[src/rtl/mem_arbiter_pkg.sv]
// Shared types and constants for the fetch/data memory arbiter.
package mem_arbiter_pkg;

    typedef enum logic [1:0] {
        IDLE    = 2'd0,
        RESP_IF = 2'd1,
        RESP_D  = 2'd2
    } owner_state_t;

    localparam logic [2:0] FUNCT3_WORD        = 3'b010;
    localparam int         STARVE_MAX_DEFAULT = 4;

endpackage

[src/rtl/mem_arb_starve_cnt.sv]
// Saturating count of data grants taken while fetch waits; raises override at the limit.
module mem_arb_starve_cnt
    import mem_arbiter_pkg::*;
#(
    parameter int STARVE_MAX = STARVE_MAX_DEFAULT
) (
    input  logic clk,
    input  logic rst,
    input  logic inc_i,
    input  logic clr_i,
    output logic override_o
);

    localparam logic [3:0] CNT_MAX = 4'(STARVE_MAX);

    logic [3:0] cnt_q;
    logic [3:0] cnt_d;

    always_comb begin
        cnt_d = cnt_q;
        if (clr_i) begin
            cnt_d = '0;
        end else if (inc_i && (cnt_q != CNT_MAX)) begin
            cnt_d = cnt_q + 4'd1;
        end
    end

    always_ff @(posedge clk or negedge rst) begin
        if (!rst) begin
            cnt_q <= '0;
        end else begin
            cnt_q <= cnt_d;
        end
    end

    assign override_o = (cnt_q == CNT_MAX);

endmodule

[src/rtl/mem_arbiter.sv]
// Arbitrates one single-port synchronous memory between fetch and data requesters.
// Define MEM_ARBITER_FAIR_EN to add the fetch-starvation override; otherwise data has strict priority.
module mem_arbiter
    import mem_arbiter_pkg::*;
#(
    parameter int ADDR_W     = 32,
    parameter int DATA_W     = 32,
    parameter int STARVE_MAX = STARVE_MAX_DEFAULT
) (
    input  logic              clk,
    input  logic              rst,
    input  logic              if_req,
    input  logic [ADDR_W-1:0] if_addr,
    output logic [DATA_W-1:0] if_rdata,
    output logic              if_valid,
    output logic              if_stall,
    input  logic              d_req,
    input  logic              d_we,
    input  logic [ADDR_W-1:0] d_addr,
    input  logic [DATA_W-1:0] d_wdata,
    input  logic [2:0]        d_funct3,
    output logic [DATA_W-1:0] d_rdata,
    output logic              d_valid,
    output logic              d_stall,
    output logic              mem_en,
    output logic              mem_we,
    output logic [ADDR_W-1:0] mem_addr,
    output logic [DATA_W-1:0] mem_wdata,
    output logic [2:0]        mem_funct3,
    input  logic [DATA_W-1:0] mem_rdata,
    output logic              busy
);

    if ((STARVE_MAX < 1) || (STARVE_MAX > 15)) begin : g_bad_starve_max
        $error("mem_arbiter: STARVE_MAX must be in 1..15");
    end

    owner_state_t state_q;
    logic         fetch_grant;
    logic         data_grant;
    logic         starve_override;

`ifdef MEM_ARBITER_FAIR_EN
    mem_arb_starve_cnt #(
        .STARVE_MAX (STARVE_MAX)
    ) u_starve_cnt (
        .clk        (clk),
        .rst        (rst),
        .inc_i      (data_grant & if_req),
        .clr_i      (fetch_grant | ~if_req),
        .override_o (starve_override)
    );
`else
    assign starve_override = 1'b0;
`endif

    // Reset gates both grants so the memory port is quiet while rst is low.
    assign data_grant  = rst & d_req & ~(if_req & starve_override);
    assign fetch_grant = rst & if_req & ~data_grant;

    assign if_stall = if_req & ~fetch_grant;
    assign d_stall  = d_req & ~data_grant;

    assign mem_en     = fetch_grant | data_grant;
    assign mem_we     = data_grant & d_we;
    assign mem_addr   = data_grant ? d_addr : if_addr;
    assign mem_wdata  = data_grant ? d_wdata : '0;
    assign mem_funct3 = data_grant ? d_funct3 : FUNCT3_WORD;

    // Owner of the read data returning on the next cycle; a new grant always overrides.
    always_ff @(posedge clk or negedge rst) begin
        if (!rst) begin
            state_q <= IDLE;
        end else if (fetch_grant) begin
            state_q <= RESP_IF;
        end else if (data_grant) begin
            state_q <= RESP_D;
        end else begin
            state_q <= IDLE;
        end
    end

    assign if_valid = (state_q == RESP_IF);
    assign d_valid  = (state_q == RESP_D);
    assign busy     = (state_q != IDLE);
    assign if_rdata = if_valid ? mem_rdata : '0;
    assign d_rdata  = d_valid  ? mem_rdata : '0;

endmodule

[config.mk]
export PLATFORM = sky130hd
export DESIGN_NAME = mem_arbiter
export DESIGN_NICKNAME = d
export VERILOG_FILES = /design/src/rtl/mem_arbiter_pkg.sv /design/src/rtl/mem_arb_starve_cnt.sv /design/src/rtl/mem_arbiter.sv
export SDC_FILE = /design/constraint.sdc
export NUM_CORES = 1
export LEC_CHECK = 0
export ABC_AREA = 1
export CORE_AREA = 5 5 102 104
export DETAILED_ROUTE_END_ITERATION = 8
export DIE_AREA = 0 0 107 109
export PLACE_DENSITY = 0.68
export SETUP_SLACK_MARGIN = 0.15
export SLEW_MARGIN = 20
export SYNTH_ARGS = -nofsm -noshare
export SYNTH_HDL_FRONTEND = slang
export SYNTH_HIERARCHICAL = 1
export SYNTH_SLANG_ARGS = --single-unit
export TNS_END_PERCENT = 20
[constraint.sdc]
create_clock -name clk -period 0.9 [get_ports clk]
set_clock_uncertainty 0.05 [all_clocks]
set_input_delay 0.135 -clock clk [delete_from_list [all_inputs] [get_ports clk]]
set_output_delay 0.135 -clock clk [all_outputs]
set_load 0.02 [all_outputs]
==> flow_metrics.env <==
export IMPL_status="finished, violations left"
export IMPL_violations_in_the_final_reports="setup timing"
export IMPL_num_antenna_cells=0
export IMPL_filler_cell_count=772
export IMPL_period_needed_ns=1.43
export IMPL_synth_async_reset_ratio_pct=100
export IMPL_drt_total_wl_um=10800
export IMPL_grt_overflow_total=0
export IMPL_post_synthesis_instance_total=303
export IMPL_ys_dominant_reg_cell="dfrtp_1"
export IMPL_start_kind="flip-flop"
export IMPL_area_share_of_the_leading_cell_type_in_the_synthesized_netlist_pct=26.6
export IMPL_critical_path_depth=5
export IMPL_count_of_buffering_cells_on_the_critical_path_with_inverters_included=3
export IMPL_setup_ws_ns=-0.533
export IMPL_worst_endpoint_required_ns=0.71
export IMPL_critical_path_cell_chain="inv_4 > nand2_8 > clkbuf_16 > nor2_4 > buf_6"
export IMPL_finalSetupViolations=138
export IMPL_ant_nets=0
export IMPL_ioPinCount=274
export IMPL_die_width_um=107
export IMPL_clock_tree_htree_level_count=1
export IMPL_timing_hold_worst_class="primary input to flip-flop"
export IMPL_clock_sinks=2
export IMPL_final_nets=748
export IMPL_yosys_register_bits=2
export IMPL_synth_avg_cell_area_um2=4.29
export IMPL_core_rowCount=36
export IMPL_ys_warnings_count=6
export IMPL_first_global_vias=3210
export IMPL_regMostFlops="state_q"
export IMPL_synth_top_cell_by_area="nor2_1"
export IMPL_synth_enable_flop_cells=0
export IMPL_detail_route_first_pass_iterations=4
export IMPL_timing_critical_path_to_type="output port"
export IMPL_worst_hold_path_num_cells=3
export IMPL_netlist_top_cells_count="nor2_1 (92), inv_1 (75), nand2_1 (70)"
export IMPL_area_growth_syn_to_layout_pct=354
export IMPL_port_buffer_count=273
export IMPL_via_count=3028
export IMPL_static_leakage_power_nw=2.80
export IMPL_clk_root_buffer_cell="clkbuf_8"
export IMPL_largest_reg_flops=2
export IMPL_crit_path_max_incr_delay_ns=0.44
export IMPL_worstPathMaxFanout=6
export IMPL_synth_cell_type_count=12
export IMPL_grt_antenna_before_repair=0
export IMPL_grt_pass1_wl_um=15500
export IMPL_drcViolationCount=0
export IMPL_grt_max_degree=20
export IMPL_design_area_um2=5890
export IMPL_slew_headroom_pct=87.3
export IMPL_initial_utilization_pct=13.7
export IMPL_rsz0062_at_grt="yes"
export IMPL_number_of_buffers_added_by_the_clock_tree_synthesis_step=3
export IMPL_mappedNetlistNets=439
export IMPL_worst_slew_pin_slew_ns=0.190
export IMPL_core_area_um2=9460
export IMPL_netlist_top_cells_area="nor2_1 (27%), inv_1 (22%), nand2_1 (20%)"
export IMPL_vias_per_cell=4.18
export IMPL_multi_input_comb_area_um2=1720
export IMPL_netlist_area_um2=1300
export IMPL_first_iter_violations=73
export IMPL_clk_pin_slew_ns=0.03
export IMPL_clock_tree_from_tritoncts="built"
export IMPL_achievable_frequency_mhz=698
export IMPL_post_layout_total_power_mw=3.31
export IMPL_final_routed_wire_length_divided_by_cell_count_um=14.9
export IMPL_vdd_drop_max_mv=0.316
export IMPL_grt_total_usage_pct=16.5
export IMPL_power_per_cell_area_nw_per_um2=562
export IMPL_die_y_um=109
export IMPL_setup_worst_path_class="flip-flop to output port"
export IMPL_largest_regs="state_q: 2 flops"
export IMPL_cap_violations=0
export IMPL_hold_viol=0
export IMPL_most_repeated_cell_in_the_gate_level_netlist_after_synthesis="nor2_1"
export IMPL_sum_of_net_half_perimeters_after_detailed_placement_um=7990
export IMPL_gpl_final_weighted_congestion=0.753
export IMPL_drv_slew=0
export IMPL_dpl_cell_area_um2=4750
export IMPL_critical_path_arrival_ns=1.25
export IMPL_drive_gt1_share_pct=54.8
export IMPL_final_min_period_over_clock_period_pct=159
export IMPL_design_die_area_um2=11700
export IMPL_slowest_stage="dfrtp_2"
export IMPL_crit_family="flip-flops"
export IMPL_cts_max_path_buffers=2
export IMPL_regArea_um2=51.3
export IMPL_synth_seq_area_share_pct=3.85
[per-stage QoR]
stage / setup slack [ns] / hold WS (ns) / utilization, % / std cells / setup TNS [ns]
2_1_floorplan: -0.168 / -0.211 / - / 303 / -12.89
3_3_place_gp: -1.06 / 0.397 / 50.2 / 692 / -121.81
3_5_place_dp: -1.07 / 0.403 / 50.2 / 692 / -123.45
4_1_cts: -0.692 / 0.345 / 56.9 / 721 / -56.48
5_1_grt: -0.580 / 0.387 / 62.3 / 724 / -56.17
6_report: -0.533 / 0.366 / 62.3 / 724 / -50.32
[placed cells by master, fill, tap and decap left out, types with 3 or more instances in the layout]
master	instances
inv_1	69
clkbuf_8	3
clkdlybuf4s50_1	128
buf_12	15
nor2_1	3
nand2_8	4
nand2_1	50
buf_2	11
nand3_1	19
buf_4	30
nand2_2	16
nor2_4	93
buf_16	11
inv_2	5
buf_6	115
buf_8	6
nor2_2	5
nand3_2	13
dlygate4sd2_1	5
[layer usage]
layer | part of all wire [%] | vias up | routed length [um] | global-route usage (%)
li1 | - | 1473 | - | -
met1 | 33 | 1370 | 3520 | 16.2
met2 | 57 | 175 | 6110 | 33.8
met3 | 9.6 | 10 | 1030 | 4.97
met4 | 0.95 | 0 | 102 | 3.11
met5 | 0 | - | 0 | 0
[report_power, final]
group | total, mW | switching [mW] | leakage [nW] | internal, mW
clock network | 0.353 | 0.0700 | 0.0216 | 0.283
logic | 2.86 | 1.31 | 2.76 | 1.54
registers | 0.102 | 0.00644 | 0.0250 | 0.0952
[final timing paths]
path | to | slack, ns | from
setup / recovery | if_rdata[12] | -0.53 | state_q[1]
hold / removal | state_q[0] | 0.37 | d_req
max in group asynchronous | state_q[1] | 0.22 | rst
min in group asynchronous | state_q[1] | 0.44 | rst
[cell type report]
class,count,area share (%)
Clock buffer,3,0.700
Inverter,75,4.82
Multi-Input combinational cell,206,29.2
Sequential cell,2,0.870
Tap cell,114,2.42
Timing Repair Buffer,324,62.0
[cells by family after synthesis]
kind of cell / Yosys count / share of synthesized area (%)
flip-flops: 2 / 3.85
AO/OA/AOI/OAI: 1 / 0.385
AND/OR/NAND/NOR: 204 / 64.4
buffers and inverters: 96 / 31.4
[what timing repair did]
action	CTS	global route
pin swaps	19	13
hold buffers	1	0
gates resized for setup	718	231
gates cloned	11	2
endpoints found under the setup margin	140	138
hold endpoints to repair	2	0
setup buffers	14	1
Note: power is estimated with default switching activity, not from simulation.
